`config.mk`:
```
export PLATFORM = sky130hd
export DESIGN_NAME = sobel_kernel_engine
export DESIGN_NICKNAME = d
export VERILOG_FILES = /design/src/rtl/sobel_kernel_engine.sv
export SDC_FILE = /design/constraint.sdc
export NUM_CORES = 1
export LEC_CHECK = 0
export ABC_AREA = 1
export BUFFER_PORTS_ARGS = -buffer_cell sky130_fd_sc_hd__buf_2
export CAP_MARGIN = 30
export CORE_MARGIN = 3
export CORE_UTILIZATION = 30
export DETAILED_ROUTE_END_ITERATION = 10
export SLEW_MARGIN = 20
export SYNTH_ARGS = -nofsm -noshare
export SYNTH_HDL_FRONTEND = slang
export SYNTH_SLANG_ARGS = --single-unit
```
`constraint.sdc`:
```
create_clock -name clk_i -period 9.1 [get_ports clk_i]
set_clock_uncertainty 0.15 [all_clocks]
set_input_delay 0 -clock clk_i [delete_from_list [all_inputs] [get_ports clk_i]]
set_output_delay 0 -clock clk_i [all_outputs]
set_load 0.005 [all_outputs]
```
`src/rtl/sobel_kernel_engine.sv`:
```
// Sobel 3x3 compute stage: per start pulse, fetches one window, emits sat(|Gx|+|Gy|).
// Ports: clk/rst, clear, start in; pix_addr/pix_rd/pix_data to image mem; g_data/g_addr/ready/done/busy out.
module sobel_kernel_engine #(
  parameter int IMG_W   = 8,
  parameter int IMG_H   = 8,
  parameter int PIX_W   = 8,
  parameter int ADDR_W  = 6,
  parameter int GADDR_W = 6
) (
  input  logic               clk_i,
  input  logic               rst_i,
  input  logic               clear_i,
  input  logic               kernel_start_i,
  output logic [ADDR_W-1:0]  pix_addr_o,
  output logic               pix_rd_o,
  input  logic [PIX_W-1:0]   pix_data_i,
  output logic [PIX_W-1:0]   g_data_o,
  output logic [GADDR_W-1:0] g_addr_o,
  output logic               kernel_res_ready_o,
  output logic               image_processed_o,
  output logic               busy_o
);

  localparam int ACC_W = PIX_W + 4;
  localparam logic [ACC_W:0] GMAX =
    {{(ACC_W+1-PIX_W){1'b0}}, {PIX_W{1'b1}}};

  typedef enum logic [1:0] {
    IDLE,
    FETCH,
    FINISH
  } state_t;

  state_t state, state_nx;

  logic [3:0]        cnt;
  logic [3:0]        tap_q;
  logic [3:0]        tap_d;
  logic              rd_d;
  logic [ADDR_W-1:0] row;
  logic [ADDR_W-1:0] col;

  logic signed [ACC_W-1:0] gx, gy;
  logic signed [ACC_W-1:0] gx_nx, gy_nx;
  logic signed [ACC_W-1:0] p1, p2;
  logic [ACC_W-1:0]        ax, ay;
  logic [ACC_W:0]          mag;
  logic [PIX_W-1:0]        gsat;

  logic [1:0]        tr, tc;
  logic [ADDR_W-1:0] row_t, col_t, tap_addr;
  logic              issue, last_acc, last_pos, go;

  // State register
  always_ff @(posedge clk_i or negedge rst_i) begin
    if (!rst_i) state <= IDLE;
    else        state <= state_nx;
  end

  // Next-state logic; clear wins over everything
  assign go = kernel_start_i && !image_processed_o;

  always_comb begin
    state_nx = state;
    unique case (state)
      IDLE:    if (go) state_nx = FETCH;
      FETCH:   if (last_acc) state_nx = FINISH;
      FINISH:  state_nx = IDLE;
      default: state_nx = IDLE;
    endcase
    if (clear_i) state_nx = IDLE;
  end

  // Outputs decoded from state
  always_comb begin
    busy_o             = (state != IDLE);
    kernel_res_ready_o = (state == FINISH);
  end

  // Tap index -> (row, col) offset within the 3x3 window
  always_comb begin
    tr = '0;
    tc = '0;
    unique case (1'b1)
      (cnt >= 4'd6): begin
        tr = 2'd2;
        tc = 2'(cnt - 4'd6);
      end
      (cnt >= 4'd3 && cnt < 4'd6): begin
        tr = 2'd1;
        tc = 2'(cnt - 4'd3);
      end
      (cnt < 4'd3): begin
        tr = 2'd0;
        tc = 2'(cnt);
      end
      default: ;
    endcase
  end

  assign row_t    = row + ADDR_W'(tr) - ADDR_W'(1);
  assign col_t    = col + ADDR_W'(tc) - ADDR_W'(1);
  assign tap_addr = row_t * ADDR_W'(IMG_W) + col_t;
  assign issue    = (state == FETCH) && (cnt < 4'd9);

  // Per-tap Sobel coefficients applied to the arriving datum
  assign p1 = $signed({{(ACC_W-PIX_W){1'b0}}, pix_data_i});
  assign p2 = p1 <<< 1;

  always_comb begin
    gx_nx = gx;
    gy_nx = gy;
    if (rd_d) begin
      unique case (tap_d)
        4'd0: begin gx_nx = gx - p1; gy_nx = gy - p1; end
        4'd1: gy_nx = gy - p2;
        4'd2: begin gx_nx = gx + p1; gy_nx = gy - p1; end
        4'd3: gx_nx = gx - p2;
        4'd5: gx_nx = gx + p2;
        4'd6: begin gx_nx = gx - p1; gy_nx = gy + p1; end
        4'd7: gy_nx = gy + p2;
        4'd8: begin gx_nx = gx + p1; gy_nx = gy + p1; end
        default: ;
      endcase
    end
  end

  // Magnitude uses the post-accumulate values so the last tap
  // and the result register share one edge.
  always_comb begin
    ax   = gx_nx[ACC_W-1] ? -gx_nx : gx_nx;
    ay   = gy_nx[ACC_W-1] ? -gy_nx : gy_nx;
    mag  = {1'b0, ax} + {1'b0, ay};
    gsat = (mag > GMAX) ? {PIX_W{1'b1}} : mag[PIX_W-1:0];
  end

  assign last_acc = rd_d && (tap_d == 4'd8);
  assign last_pos = (row == ADDR_W'(IMG_H-2)) &&
                    (col == ADDR_W'(IMG_W-2));

  // Datapath registers
  always_ff @(posedge clk_i or negedge rst_i) begin
    if (!rst_i) begin
      cnt               <= '0;
      tap_q             <= '0;
      tap_d             <= '0;
      rd_d              <= 1'b0;
      gx                <= '0;
      gy                <= '0;
      row               <= ADDR_W'(1);
      col               <= ADDR_W'(1);
      pix_rd_o          <= 1'b0;
      pix_addr_o        <= '0;
      g_data_o          <= '0;
      g_addr_o          <= '0;
      image_processed_o <= 1'b0;
    end else if (clear_i) begin
      cnt               <= '0;
      tap_q             <= '0;
      tap_d             <= '0;
      rd_d              <= 1'b0;
      gx                <= '0;
      gy                <= '0;
      row               <= ADDR_W'(1);
      col               <= ADDR_W'(1);
      pix_rd_o          <= 1'b0;
      pix_addr_o        <= '0;
      g_data_o          <= '0;
      g_addr_o          <= '0;
      image_processed_o <= 1'b0;
    end else begin
      pix_rd_o <= issue;
      if (issue) begin
        pix_addr_o <= tap_addr;
        tap_q      <= cnt;
        cnt        <= cnt + 4'd1;
      end
      rd_d  <= pix_rd_o;
      tap_d <= tap_q;
      if (rd_d) begin
        gx <= gx_nx;
        gy <= gy_nx;
      end
      if (last_acc) begin
        g_data_o <= gsat;
        g_addr_o <= GADDR_W'((row - ADDR_W'(1)) * ADDR_W'(IMG_W-2)
                             + (col - ADDR_W'(1)));
        if (last_pos) begin
          image_processed_o <= 1'b1;
        end else if (col == ADDR_W'(IMG_W-2)) begin
          col <= ADDR_W'(1);
          row <= row + ADDR_W'(1);
        end else begin
          col <= col + ADDR_W'(1);
        end
      end
      if (state == IDLE && state_nx == FETCH) begin
        cnt <= '0;
        gx  <= '0;
        gy  <= '0;
      end
    end
  end

endmodule

```
=== Word-level counts from Yosys, hierarchy flattened ===
Cells that the tools add are included.

* Logic and storage cells: 125
* Register bits after elaboration: 73
* Output and inout port bits: 24

* Reductions and logical operators: 23
* Equal/unequal tests: 13
* Add/subtract/negate cells: 24
* Multiply operators: 1
* $lt $le $gt $ge: 6
* Multiplexer cells: 44

{| class="wikitable"
|+ Operators by type and width
! kind !! count
|-
| two-way mux 12 bit || 10
|-
| case mux 12 bit (4 select lines) || 2
|-
| two-way mux 6 bit || 12
|-
| adder 12 x 10 -> 12 bit || 2
|-
| adder 12 x 9 -> 12 bit || 2
|-
| two-way mux 4 bit || 6
|-
| two-way mux 8 bit || 3
|-
| negation 12 bit || 2
|-
| subtractor 12 x 10 -> 12 bit || 2
|-
| subtractor 12 x 9 -> 12 bit || 2
|-
| subtractor 6 x 1 -> 6 bit, second input constant || 3
|-
| adder 12 x 12 -> 13 bit || 1
|-
| > comparator 13 x 8 -> 1 bit, second input constant || 1
|-
| adder 6 x 1 -> 6 bit, second input constant || 2
|-
| adder 6 bit || 2
|-
| equality test 4 x 3 -> 1 bit, second input constant || 3
|-
| equality test 6 x 3 -> 1 bit, second input constant || 2
|-
| nonzero test 2 bit || 5
|-
| equality test 4 x 2 -> 1 bit, second input constant || 2
|-
| case mux 2 bit (2 select lines) || 2
|-
| OR reduction 2 bit || 4
|-
| adder 6 x 2 -> 6 bit || 1
|-
| logical AND 1 bit || 6
|-
| multiplier 6 x 2 -> 5 bit, second input constant || 1
|-
| other kinds (23) || 33
|}

=== Depth between registers and ports, before layout ===
Gate-level depths: netlist of the first run.

* Depth after elaboration: 11
* Depth in mapped cells: 42

=== Worst setup path after synthesis of the first run ===
OpenSTA, ideal clock, no wires.

* Path type: register to register
* From: register tap_d[0]
* To: register g_data_o[0]
* Data required time: 8833 ps
* Path slack: 4402 ps
* Cell stages (with the launch flop): 38
* Setup time: 117 ps
* Buffers on the path: 2
* Arrival: 4431 ps
* Cell sequence: dfrtp_1 -> inv_2 -> nand2_1 -> nor3_1 -> nor2_4 -> inv_1 -> clkbuf_1 -> o21ai_0 -> ha_1 -> nand2_1 -> nand2_1 -> a21oi_1 -> nand2_1 -> a21oi_1 -> nor2_1 -> nor2_1 -> nor2_1 -> nor2_4 -> [... 2 more ...] -> nand2_1 -> inv_1 -> ha_1 -> nand2_1 -> nand2_1 -> nand3_1 -> nand2_1 -> a21oi_1 -> o21ai_0 -> inv_1 -> nor2_1 -> nor2_1 -> nand2_1 -> nand2_1 -> nor2_1 -> nand3_1 -> nand2_1 -> nand2_1

* Word-level cells in the longest chain between the ends: 11
* Elaborated cells on any way between the ends: 27

{| class="wikitable"
|+ Ends and longest elaborated chain
! element !! RTL line !! source
|-
| start: declaration || 38 || <nowiki>logic [3:0] tap_d;</nowiki>
|-
| start signal: assignment || 179 || <nowiki>tap_d <= tap_q;</nowiki>
|-
| equality test 4 bit, or another cell as far along || 114, 137 ||
|-
| OR reduction 2 bit (no line) || n/a ||
|-
| case mux 12 bit (4 select lines) || 114 || <nowiki>unique case (tap_d)</nowiki>
|-
| two-way mux 12 bit || 113 || <nowiki>if (rd_d) begin</nowiki>
|-
| negation 12 bit (on tied branches) || 131, 132 ||
|-
| two-way mux 12 bit (on tied branches) || 131, 132 ||
|-
| adder 12 x 12 -> 13 bit || 133 || <nowiki>mag = {1'b0, ax} + {1'b0, ay};</nowiki>
|-
| > comparator 13 x 8 -> 1 bit || 134 || <nowiki>gsat = (mag > GMAX) ? {PIX_W{1'b1}} : mag[PIX_W-1:0];</nowiki>
|-
| two-way mux 8 bit || 134 ||
|-
| two-way mux 8 bit || 184 || <nowiki>if (last_acc) begin</nowiki>
|-
| two-way mux 8 bit || 157 || <nowiki>end else if (clear_i) begin</nowiki>
|-
| end signal: assignment || 185 || <nowiki>g_data_o <= gsat;</nowiki>
|-
| end: declaration || 17 || <nowiki>output logic [PIX_W-1:0] g_data_o,</nowiki>
|}

Parallel ways exist; a longest one is shown, timed or not. The select of a mux whose other input is x is not followed.
A chain may end at the register's enable or synchronous reset.

=== Worst setup path after layout of the first run ===
* From: register tap_d[1]
* To: register g_data_o[5]

Same word-level chain as after synthesis.

==> impl_metrics.sql, run 1 <==
INSERT INTO impl_metrics (metric_group, metric, value, unit) VALUES
('critical_path', 'critPathArrivalTime', '5.72', 'ns'),
('critical_path', 'path_max_fanout', '13', ''),
('yosys', 'synthesis.area', '8040', 'um^2'),
('power', 'totalPowerFinal', '1.33', 'mW'),
('critical_path', 'critPathLaunchType', 'register', ''),
('clock_network', 'post_cts_repair_resize_count', '0', ''),
('global_routing', 'number_of_global_route_vias_before_repair', '7205', ''),
('placement', 'dpl_worst_slack', '3.53', 'ns'),
('power', 'power.switching_fraction', '38.0', '%'),
('critical_path', 'cp_num_cells', '27', ''),
('run_status', 'run_status', 'finished clean', ''),
('clock_network', 'clock_tree.buffer_depth', '2', ''),
('critical_path', 'reg2reg_setup_slack', '3.45', 'ns'),
('timing', 'final-hold-violation-count', '0', ''),
('placement', 'place_inst', '1580', ''),
('cells_and_area', 'post-route-cell-area', '8930', 'um^2'),
('yosys', 'synth_flop_cell', 'sky130_fd_sc_hd__dfrtp_1', ''),
('cells_and_area', 'antenna_cells_inserted', '0', ''),
('die', 'die-width', '170', 'um'),
('timing', 'final_max_slew_viol_count', '0', ''),
('cells_and_area', 'post_route_cells_drive_above_1_share', '9.09', '%'),
('timing', 'grt_setup_unrepaired', 'false', ''),
('power', 'share_clk_of_total_power', '31.0', '%'),
('timing', 'setup_violations', '0', ''),
('critical_path', 'regToRegEndpoint', 'g_data_o[5]', ''),
('die', 'boundaryPins', '36', ''),
('critical_path', 'timing.critical_path.max_delay_family', 'simple AND/OR/NAND/NOR gates', ''),
('yosys', 'postSynthAreaPerCell', '6.53', 'um^2'),
('critical_path', 'rr_startpoint', 'tap_d[1]', ''),
('placement', 'globalplace.congestion', '0.916', ''),
('die', 'die_area', '28800', 'um^2'),
('global_routing', 'groute.usage.overall', '15.2', '%'),
('power', 'pwr-share-seq', '27.1', '%'),
('job', 'timing.max_cap.violations', '0', ''),
('clock_network', 'clockRootBuffer', 'sky130_fd_sc_hd__clkbuf_16', ''),
('drt', 'postRouteWirelength', '21500', 'um'),
('die', 'initial_standard_cell_utilization_of_the_core', '30.7', '%'),
('critical_path', 'path_class', 'register to register', ''),
('yosys', 'synth_seq_cells', '73', ''),
('timing', 'tns', '0', 'ns'),
('yosys', 'synth_warnings', '0', ''),
('yosys', 'synth_nets', '1339', ''),
('die', 'dieHeight', '170', 'um'),
('critical_path', 'crit_required', '9.18', 'ns'),
('yosys', 'ys_types', '52', ''),
('critical_path', 'worstPathBufferInverterCount', '3', ''),
('cells_and_area', 'layoutNonFillerInstCount', '1600', ''),
('clock_network', 'cts_tree', 'done', ''),
('clock_network', 'cts.reportedPaths.clkPinSlew', '0.06', 'ns'),
('placement', 'place_hpwl', '17100', 'um'),
('clock_network', 'worstSkewPairLatency', '0.35', 'ns'),
('yosys', 'netlist_instances', '1231', ''),
('die', 'placementRows', '59', ''),
('hold_path', 'min-delay-start', 'clear_i', ''),
('power', 'combPwrFrac', '41.8', '%'),
('clock_network', 'ctsHtreeMaxLevel', '3', ''),
('cells_and_area', 'synthesis_to_layout_area_growth', '11.1', '%'),
('yosys', 'synth_enable_flop_cells', '0', ''),
('power', 'ir_drop', '134', 'uV'),
('cells_and_area', 'post_layout_util', '34.1', '%'),
('drt', 'vias_cell', '4.83', ''),
('power', 'p_leak', '4.94', 'nW'),
('clock_network', 'cts_hold_buf', '2', ''),
('power', 'power.density_cell_area', '149', 'nW/um^2'),
('clock_network', 'tritoncts.num_buffers', '9', ''),
('timing', 'finalCritPeriodShare', '62.1', '%'),
('yosys', 'synthArstFlopShare', '100', '%'),
('critical_path', 'cp-end-kind', 'register', ''),
('drt', 'avgRoutedWirePerCell', '13.5', 'um'),
('critical_path', 'endpoint', 'g_data_o[5]', ''),
('power', 'power.internal', '0.825', 'mW');
-- area by class of cell --
class | instances | area [um^2] | area share (%)
Sequential cell | 73 | 1830 | 20.5
Timing Repair Buffer | 39 | 235 | 2.63
Clock inverter | 7 | 116 | 1.30
Tap cell | 335 | 419 | 4.69
Inverter | 187 | 707 | 7.92
Multi-Input combinational cell | 950 | 5400 | 60.4
Clock buffer | 9 | 225 | 2.52
-- power groups by stage --
| stage | combinational (mW) | clock, mW | sequential, mW |
|---|---|---|---|
| after floorplan | 0.429 | 0 | 0.363 |
| after detailed placement | 0.548 | 0 | 0.367 |
| after CTS | 0.554 | 0.422 | 0.361 |
| final | 0.556 | 0.413 | 0.361 |
| after global routing | 0.638 | 0.437 | 0.364 |
| after global placement | 0.545 | 0 | 0.367 |
-- placed cells by master (no fill, tap or decap), drive strengths merged, types with 36 or more instances in the layout --
cell type,Yosys,layout
nand3,92,92
o21ai,73,73
inv,186,187
buf,6,36
nor3,38,38
nor2,113,113
ha,88,88
dfrtp,71,71
a21oi,51,51
nand2,371,371
-- synth_stat cells (13+ instances only) --
master,number,area [um^2]
sky130_fd_sc_hd__nand2_1,357,1340
sky130_fd_sc_hd__inv_1,173,649
sky130_fd_sc_hd__nor2_1,99,372
sky130_fd_sc_hd__nand3_1,90,450
sky130_fd_sc_hd__ha_1,88,1100
sky130_fd_sc_hd__dfrtp_1,71,1780
sky130_fd_sc_hd__o21ai_0,66,330
sky130_fd_sc_hd__a21oi_1,50,250
sky130_fd_sc_hd__nor3_1,36,180
sky130_fd_sc_hd__xor2_1,19,166
sky130_fd_sc_hd__nand4_1,18,113
sky130_fd_sc_hd__clkbuf_1,15,56.3
sky130_fd_sc_hd__xnor2_1,14,123
sky130_fd_sc_hd__nand3b_1,13,97.6
-- flip-flops by register name, indices dropped and copies added (netlist names) --
register,count
rd_d,1
image_processed_o,1
pix_addr_o,6
state,2
tap_q,4
gx,12
pix_rd_o,1
tap_d,4
gy,12
cnt,4
col,6
g_addr_o,6
row,6
g_data_o,8
-- cell families after synthesis --
kind of cell | after synthesis | share of synthesized area, %
AND/OR/NAND/NOR | 663 | 36.9
buffers and inverters | 208 | 10.1
AO/OA/AOI/OAI | 158 | 11.0
adder cells (fa/ha/maj) | 96 | 15.7
flip-flops | 73 | 22.8
XOR/XNOR | 33 | 3.60
-- metal layers --
metal | share of wire [%] | track usage [%] | vias up | routed length [um]
li1 | - | - | 4034 | -
met1 | 50 | 21.6 | 3504 | 10800
met2 | 44 | 24.5 | 172 | 9480
met3 | 4.7 | 2.42 | 19 | 1010
met4 | 1.3 | 3.13 | 0 | 281
met5 | 0 | 0 | - | 0
-- worst register-to-register path, cell delays in order, from the launching register on --
cell and delay [ns]:
sky130_fd_sc_hd__dfrtp_1 0.42, sky130_fd_sc_hd__nor2_1 0.13, sky130_fd_sc_hd__nand3_1 0.17, sky130_fd_sc_hd__nand2_1 0.36, sky130_fd_sc_hd__inv_2 0.11, sky130_fd_sc_hd__o21ai_0 0.40
sky130_fd_sc_hd__fa_1 0.50, sky130_fd_sc_hd__a22o_1 0.21, sky130_fd_sc_hd__o21a_1 0.20, sky130_fd_sc_hd__inv_1 0.10, sky130_fd_sc_hd__ha_1 0.18, sky130_fd_sc_hd__nand2_1 0.07
sky130_fd_sc_hd__nor2_1 0.25, sky130_fd_sc_hd__nand3_1 0.14, sky130_fd_sc_hd__nand2_1 0.09, sky130_fd_sc_hd__nand2_1 0.04, sky130_fd_sc_hd__nand2_1 0.06, sky130_fd_sc_hd__inv_1 0.05
sky130_fd_sc_hd__ha_1 0.33, sky130_fd_sc_hd__a21oi_1 0.15, sky130_fd_sc_hd__o21ai_0 0.10, sky130_fd_sc_hd__a21oi_1 0.27, sky130_fd_sc_hd__o21ai_0 0.14, sky130_fd_sc_hd__xor2_1 0.15
sky130_fd_sc_hd__nor2_1 0.43, sky130_fd_sc_hd__nand3_1 0.15, sky130_fd_sc_hd__nand2_1 0.09, sky130_fd_sc_hd__nand2_1 0.06
-- worst min path at each step --
stage | cells past startpoint | slack (ns) | end
floorplan | 0 | -0.45 | cnt[0]
global placement | 1 | 0.06 | g_addr_o[3]
detailed placement | 1 | 0.07 | g_addr_o[3]
CTS | 2 | 0.1 | tap_d[1]
global route | 2 | 0.14 | tap_d[0]
finish | 2 | 0.12 | tap_d[1]
No activity file was read; power rests on OpenSTA's default activity.
==> run 2: changes to the inputs <==
==> constraint.sdc (replaced) <==
create_clock -name clk_i -period 5.5 [get_ports clk_i]
set_clock_uncertainty 0.15 [all_clocks]
set_input_delay 0 -clock clk_i [delete_from_list [all_inputs] [get_ports clk_i]]
set_output_delay 0 -clock clk_i [all_outputs]
set_load 0.005 [all_outputs]
==> run 2 against run 1 <==
Net effect:
- cell area is 1.4% higher
- maximum frequency is 12% higher
- register-to-register slack worse by 3.0 ns
- clock power is 68% higher
- global-route usage is 0.27 points higher
- flip-flop and latch count stayed put
- power is 68% higher
- die area stayed put
- first-iteration DRC count is 24% lower
- non-clock buffer count is 9 higher
- routed wire length is 1.9% higher
==> impl_metrics.sql, run 2 (synthesis results as in run 1) <==
INSERT INTO impl_metrics (metric_group, metric, value, unit) VALUES
('run_status', 'run_status', 'finished clean', ''),
('clock_network', 'clock-sinks', '73', ''),
('job', 'timing.max_cap.violations', '0', ''),
('cells_and_area', 'reg_top3', 'gx: 12 flops, gy: 12 flops, g_data_o: 8 flops', ''),
('power', 'ir_drop', '196', 'uV'),
('timing', 'final-hold-violation-count', '0', ''),
('hold_path', 'worstHoldPathType', 'primary input to register', ''),
('cells_and_area', 'final_common_cell', 'sky130_fd_sc_hd__nand2_1', ''),
('die', 'die-width', '170', 'um'),
('timing', 'tightest_slew', '0.887', 'ns'),
('timing', 'max_slew_headroom_at_the_worst_pin', '40.9', '%'),
('critical_path', 'ff_to_ff_path_depth', '28', ''),
('timing', 'setup_violations', '0', ''),
('drt', 'dr.first_iter.drc_count', '470', ''),
('drt', 'detailedRoute.firstPassIterationCount', '5', ''),
('critical_path', 'reg2reg_setup_slack', '0.46', 'ns'),
('die', 'dieHeight', '170', 'um'),
('die', 'initial_standard_cell_utilization_of_the_core', '30.7', '%'),
('global_routing', 'antenna_found_initial', '0', ''),
('global_routing', 'number_of_global_route_vias_before_repair', '7289', ''),
('cells_and_area', 'post_layout_util', '34.5', '%'),
('cells_and_area', 'layoutNonFillerInstCount', '1611', ''),
('placement', 'numPortBuffers', '35', ''),
('placement', 'post_dp_cell_area', '8570', 'um^2'),
('clock_network', 'tritoncts.num_buffers', '9', ''),
('timing', 'grt_setup_unrepaired', 'false', ''),
('drt', 'vias_cell', '4.85', ''),
('critical_path', 'crit_slowest_cell', 'sky130_fd_sc_hd__fa_1', ''),
('critical_path', 'critical_path.max_stage_delay', '0.50', 'ns'),
('die', 'core_area', '26200', 'um^2'),
('global_routing', 'pin_count_of_the_biggest_net_entering_global_routing', '74', ''),
('cells_and_area', 'post-route-cell-area', '9050', 'um^2'),
('timing', 'crit_path_time_final', '5.04', 'ns'),
('cells_and_area', 'synthesis_to_layout_area_growth', '12.6', '%'),
('critical_path', 'critPathArrivalTime', '5.12', 'ns'),
('critical_path', 'critPathLaunchType', 'register', ''),
('timing', 'tns', '0', 'ns'),
('critical_path', 'crit_path_start', 'tap_d[2]', ''),
('placement', 'place_inst', '1585', ''),
('timing', 'final_max_slew_viol_count', '0', ''),
('clock_network', 'clock_tree.buffer_depth', '2', ''),
('clock_network', 'ctsHtreeMaxLevel', '3', ''),
('power', 'p_leak', '4.99', 'nW'),
('critical_path', 'regToRegEndpoint', 'g_data_o[2]', ''),
('cells_and_area', 'post_route_cells_drive_above_1_share', '10.3', '%'),
('critical_path', 'endpoint', 'g_data_o[2]', ''),
('cells_and_area', 'finalNetCount', '1379', ''),
('clock_network', 'cts_tree', 'done', ''),
('power', 'power.density_cell_area', '247', 'nW/um^2'),
('die', 'boundaryPins', '36', ''),
('global_routing', 'first_pass_grt_wire_length', '36700', 'um'),
('drt', 'dr_total_vias', '7819', ''),
('clock_network', 'worstSkewPairLatency', '0.35', 'ns'),
('clock_network', 'clockRootBuffer', 'sky130_fd_sc_hd__clkbuf_16', ''),
('critical_path', 'critical-path-top-cell-by-count', 'sky130_fd_sc_hd__nand2_1', ''),
('critical_path', 'path_class', 'register to register', ''),
('placement', 'place_hpwl', '17400', 'um'),
('timing', 'finalCritPeriodShare', '91.6', '%'),
('cells_and_area', 'antenna_cells_inserted', '0', ''),
('cells_and_area', 'multiInputGateArea', '5430', 'um^2'),
('cells_and_area', 'final_cell_mix', '357 x sky130_fd_sc_hd__nand2_1, 171 x sky130_fd_sc_hd__inv_1, 99 x sky130_fd_sc_hd__nor2_1', ''),
('cells_and_area', 'num-fill-cells', '2801', ''),
('die', 'die_area', '28800', 'um^2'),
('critical_path', 'cp-end-kind', 'register', ''),
('global_routing', 'total_overflow_reported_by_the_global_router', '0', ''),
('die', 'placementRows', '59', ''),
('critical_path', 'rr_startpoint', 'tap_d[2]', ''),
('cells_and_area', 'register_area', '1830', 'um^2'),
('timing', 'fmax', '198', 'MHz'),
('drt', 'postRouteWirelength', '22000', 'um'),
('drt', 'route.antenna.remaining_nets', '0', ''),
('critical_path', 'path_max_fanout', '8', ''),
('global_routing', 'groute.usage.overall', '15.5', '%'),
('drt', 'avgRoutedWirePerCell', '13.6', 'um'),
('clock_network', 'cts.reportedPaths.clkPinSlew', '0.06', 'ns'),
('placement', 'globalplace.congestion', '0.895', ''),
('critical_path', 'crit_required', '5.58', 'ns'),
('drt', 'route.detailed.drc', '0', '');
## run 2: worst min path at each step
stage | start | end | slack [ns] | cells past startpoint
after floorplan | rst_i | cnt[0] | -0.45 | 0
after global placement | rst_i | g_addr_o[5] | 0.07 | 1
after detailed placement | rst_i | g_addr_o[5] | 0.07 | 1
after CTS | clear_i | rd_d | 0.13 | 2
after global routing | clear_i | rd_d | 0.19 | 2
final | clear_i | rd_d | 0.15 | 2
## run 2: stage by stage
step | hold WS (ns) | power (mW) | worst slack (ns)
final | 0.149 | 2.23 | 0.461
after global routing | 0.193 | 2.40 | 0.00904
after CTS | 0.135 | 2.24 | 0.326
after detailed placement | 0.0654 | 1.53 | 0.348
after global placement | 0.0650 | 1.52 | 0.404
after floorplan | -0.446 | 1.31 | 0.802
## run 2: where the power goes
part	internal (mW)	switching (mW)	total (mW)
Combinational	0.369	0.571	0.940
Sequential	0.568	0.0296	0.598
Clock	0.455	0.239	0.694
Total	1.39	0.840	2.23
## run 2: what timing repair did
action,CTS,global route
gates resized for setup,0,19
buffers inserted,0,4
endpoints found under the hold margin,72,16
setup endpoints to repair,0,8
hold buffers,2,1
## run 2: metal layers
metal / global-route usage [%] / share of wire [%]
met5: 0 / 0
met4: 4.45 / 2.2
met3: 2.40 / 4.7
met2: 24.6 / 44
met1: 21.7 / 49
## run 2: worst max-delay path, delay by kind of cell (launching register included)
family                   cells  cell delay, ns
AND/OR/NAND/NOR             13            1.35
AO/OA/AOI/OAI                6            1.26
adder cells (fa/ha/maj)      3            1.06
buffers and inverters        5            0.53
flip-flops                   1            0.42
XOR/XNOR                     1            0.16
## run 2: cell type report
| type | instances | share of cell area (%) |
|---|---|---|
| clock buffer | 11 | 2.68 |
| clock inverter | 5 | 1.13 |
| inverter | 187 | 7.92 |
| multi-input combinational | 950 | 59.9 |
| sequential | 73 | 20.2 |
| tap | 335 | 4.63 |
| timing repair buffer | 48 | 3.34 |
| timing repair inverter | 2 | 0.138 |
